**src/rtl/map_collision_checker.sv**
```systemverilog
// Corner-tile collision scan: reads the four bounding-box corner tiles of the ball
// from the 1-bit tile map ROM and reports per-corner solid flags.
module map_corner_tile #(
  parameter int MAP_COLS   = 20,
  parameter int MAP_ROWS   = 15,
  parameter int TILE_SHIFT = 5,
  parameter int ADDR_BITS  = 9
) (
  input  logic [10:0]          cx,
  input  logic [10:0]          cy,
  output logic [ADDR_BITS-1:0] addr,
  output logic                 oob
);
  localparam int CW = 11 - TILE_SHIFT;

  logic [CW-1:0]        col, row;
  logic [ADDR_BITS-1:0] lin;

  assign col  = CW'(cx >> TILE_SHIFT);
  assign row  = CW'(cy >> TILE_SHIFT);
  assign oob  = (col >= CW'(MAP_COLS)) || (row >= CW'(MAP_ROWS));
  assign lin  = ADDR_BITS'(row) * ADDR_BITS'(MAP_COLS) + ADDR_BITS'(col);
  // Off-map corners still read, but from a harmless address.
  assign addr = oob ? '0 : lin;
endmodule

```
**config.mk**
```make
export PLATFORM = sky130hd
export DESIGN_NAME = map_corner_tile
export DESIGN_NICKNAME = d
export VERILOG_FILES = /design/src/rtl/map_collision_checker.sv
export SDC_FILE = /design/constraint.sdc
export NUM_CORES = 1
export LEC_CHECK = 0
export ABC_AREA = 1
export CELL_PAD_IN_SITES_DETAIL_PLACEMENT = 1
export CELL_PAD_IN_SITES_GLOBAL_PLACEMENT = 1
export CORE_MARGIN = 10
export CORE_UTILIZATION = 23
export DETAILED_ROUTE_END_ITERATION = 10
export PLACE_DENSITY = 0.9
export SLEW_MARGIN = 20
export SYNTH_ARGS = -nofsm -noshare
export SYNTH_HDL_FRONTEND = slang
export SYNTH_SLANG_ARGS = --single-unit
```
**constraint.sdc**
```tcl
create_clock -name vclk -period 2.7
set_clock_uncertainty 0.05 [all_clocks]
set_input_delay 0.54 -clock vclk [all_inputs]
set_output_delay 0.54 -clock vclk [all_outputs]
set_load 0.01 [all_outputs]
```
After elaboration in Yosys (flattened, before gate mapping)
Index checks and enable logic that the tools add are counted.
- order comparisons: 2
- add/sub/neg operators: 1
- $mul: 1
- muxes and demuxes: 1
- reductions and logical operators: 1
- operators by type and width (kind ; number):
    9-bit by 6-bit adder with 9-bit output ; 1
    9-bit 2-to-1 mux ; 1
    6-bit by 3-bit multiplier with 7-bit output, second input constant ; 1
    6-bit by 4-bit greater-or-equal comparator with 1-bit output, second input constant ; 1
    6-bit by 5-bit greater-or-equal comparator with 1-bit output, second input constant ; 1
    1-bit logical OR ; 1
- register bits after elaboration: 0
- input bits: 22
- output and inout port bits: 10
- word-level logic and storage cells: 6

Depth between registers and ports, before layout
- depth in word-level cells: 3
- mapped depth: 10
- gate-level depth less buffers: 10

Least setup slack after synthesis
Ideal clock, no wire load.
- kind: input to output
- start point: input cy[6]
- end point: output addr[7]
- stages: 9
- path buffers: 0
- slack: 0.053 ns
- data required time: 2.110 ns
- arrival: 2.057 ns
- cell sequence: ha_1 ha_1 fa_1 nand2_1 inv_1 nand3_1 nand4_1 nand2_1 nor2_1
- cells in the longest elaborated chain, start to end: 3
- elaborated cells on any way between the ends: 5
- classes of those cells: add/sub: 1; mul: 1; order compare: 1; mux: 1; reduce/logical: 1
- ends and longest elaborated chain (item ; RTL line ; text):
    start: declaration ; 10 ; input logic [10:0] cy,
    6-bit by 3-bit multiplier with 7-bit output / 6-bit by 4-bit greater-or-equal comparator with 1-bit output (equally long branches) ; 22, 21 ;
    9-bit by 6-bit adder with 9-bit output / 1-bit logical OR (equally long branches) ; 22, 21 ;
    9-bit 2-to-1 mux (*) ; 24 ; assign addr = oob ? '0 : lin;
    end: declaration ; 11 ; output logic [ADDR_BITS-1:0] addr,
Mark *: on every way between the ends. The rest lies on a longest branch, timed or not.

Final worst setup path
- start point: input cy[8]
- end point: output addr[7]
Same word-level chain as after synthesis.

==> reports/qor.yml <==
outcome:
  outcome: "finished with violations"
  violations: "negative setup slack"
drt:
  detail_route.first_pass.iterations: 4
  vias_per_cell: 5.093
  wl_um: 2964
  ant_nets: 0
  drc: 0
  drtIter0Drc: 23
  num_vias: 713
  wl_per_cell_um: 21.17
layout:
  drive_above_1_share_pct: 51.30
  register_area_um2: 0
  n_antenna_cell: 0
  nets: 152
  n_clock_buffer: 0
  seq_cell_count: 0
  syn_to_final_growth_pct: 124.9
  final_cell_mix: "20 x buf_4, 14 x nand2_1, 10 x nor2_1"
  final_common_cell: "buf_4"
critical_path:
  worstPathArrival_ns: 2.30
  start_kind: "primary input"
  path_max_fanout: 3
  slowest_stage: "fa_2"
  cp_data_required_time_ns: 2.11
  crit_path_end_kind: "output pin"
  critical-path-max-stage-delay_ns: 0.57
  crit_path_cell_trace: "buf_8 -> ha_4 -> ha_4 -> fa_2 -> buf_6 -> nand2_1 -> nand4_1 -> nand2_1 -> nor2_2 -> buf_2"
  crit_type: "in -> out"
power:
  p_seq_share_pct: 0
  p_int_w: 0.0001408
  ir_drop_v: 0.0001177
  powerDensity_nw_per_um2: 274.5
  p_switching_w: 0.0001387
  p_clk_share_pct: 0
  comb_power_share_pct: 100.0
  swShare_pct: 49.63
  leakage_nw: 0.5152
timing:
  fmax_mhz: 346.3
  setup_viol: 3
  finalCritPeriodShare_pct: 107.0
  slew_headroom_pct: 73.97
  hold_violations: 0
  setup_tns_ns: -0.3342
  tightest_slew_ns: 0.3876
  maxSlewViolCount: 0
  worst_slack_ns: -0.1881
  period_minus_slack_ns: 2.888
  rsz0062_at_grt: "yes"
placement:
  portBuffers: 22
  routabilityCongestion: 0.8044
  dp_hpwl_um: 1790
  preCtsSetupSlack_ns: -1.074
synth:
  yosys_warnings: 0
  syn_area_per_cell_um2: 6.379
  syn_inst: 71
  yosysSeqAreaShare_pct: 0
  synth_cell_types: 16
  syn_area_um2: 452.9
  syn-num-nets: 106
global_route:
  met1_usage_pct: 11.71
  grt_start_max_net_pins: 7
  grt_overflow: 0
  grt_pass1_vias: 767
  grt_usage_pct: 12.63
  grt_use_met2_pct: 26.23
  grt_pass1_wl_um: 4153
  grtUsageMet3_pct: 1.220
  top_usage_layer: "met2"
  antenna_found_initial: 0
die:
  start_util_pct: 25.14
  std_cell_rows: 15
  dieWidth_um: 64.38
  coreArea_um2: 1802
  die-area_um2: 4144
  die-height_um: 64.38
  ios: 32
min_path:
  hold_class: "in -> out"
cts:
  hold_buffers: 0
run:
  maxCapViolCount: 0
[routing by layer]
layer | up-vias | wire length, um
met4 | 0 | 165
met3 | 14 | 99
met1 | 348 | 1090
met5 | - | 0
met2 | 34 | 1609
li1 | 317 | -
[area by class of cell]
cell class | count | area (um2)
Timing Repair Buffer | 44 | 351.6
Tap cell | 25 | 31.28
Multi-Input combinational cell | 60 | 590.6
Inverter | 11 | 45.04
Fill cell | 221 | 783.3
[final timing paths]
path,depth (start not counted),to,startpoint
max,10,addr[7],cy[8]
min,6,addr[4],cx[7]
[worst max-delay path: cells and delay by family]
kind	cells	cell delay, ns
adder cells (fa/ha/maj)	3	0.97
AND/OR/NAND/NOR	4	0.42
buffers and inverters	3	0.36
[through the flow]
step / hold slack (ns) / utilization [%] / total power (W) / std cells / area (um2)
final: 1.667 / 56.53 / 0.0002795 / 140 / 1018
after global routing: 1.716 / 56.53 / 0.0002953 / 140 / 1018
after CTS: 1.729 / 53.75 / 0.0002317 / 138 / 968.4
after detailed placement: 1.999 / 45.76 / 0.0001793 / 134 / 824.5
after global placement: 1.982 / 45.76 / 0.0001653 / 134 / 824.5
after floorplan: 1.117 / - / 0.00009043 / 71 / 452.9
[power by group through the flow]
| stage | Clock, W | Sequential, W | Combinational, W |
|---|---|---|---|
| 2_1_floorplan | 0 | 0 | 0.0000904 |
| 3_3_place_gp | 0 | 0 | 0.000165 |
| 6_report | 0 | 0 | 0.000280 |
| 5_1_grt | 0 | 0 | 0.000295 |
| 3_5_place_dp | 0 | 0 | 0.000179 |
| 4_1_cts | 0 | 0 | 0.000232 |
[cell usage after synthesis]
cell type  number  area, um2
xor2_1          2      17.52
nand2_1        18      67.56
nor2_1         11      41.29
nand3_2         1      10.01
a21oi_1         2      10.01
nand3_1         4      20.02
ha_1           11      137.6
nand4_1         2      12.51
clkinv_2        1      5.000
nor3_2          1      10.01
or2_1           1      6.260
fa_1            2      40.04
xnor2_1         3      26.28
a31oi_1         1      6.260
o21ai_1         1      5.000
inv_1          10      37.54
[logic make-up after synthesis]
logic type,synth area share (%)
adder cells (fa/ha/maj),39.23
AND/OR/NAND/NOR,37.02
AO/OA/AOI/OAI,4.696
buffers and inverters,9.392
XOR/XNOR,9.670
[timing repair]
action,CTS,global route
setup endpoints to repair,10,9
pin swaps,13,6
buffers inserted,4,3
gates resized for setup,70,19
(Power assumes the default switching activity.)
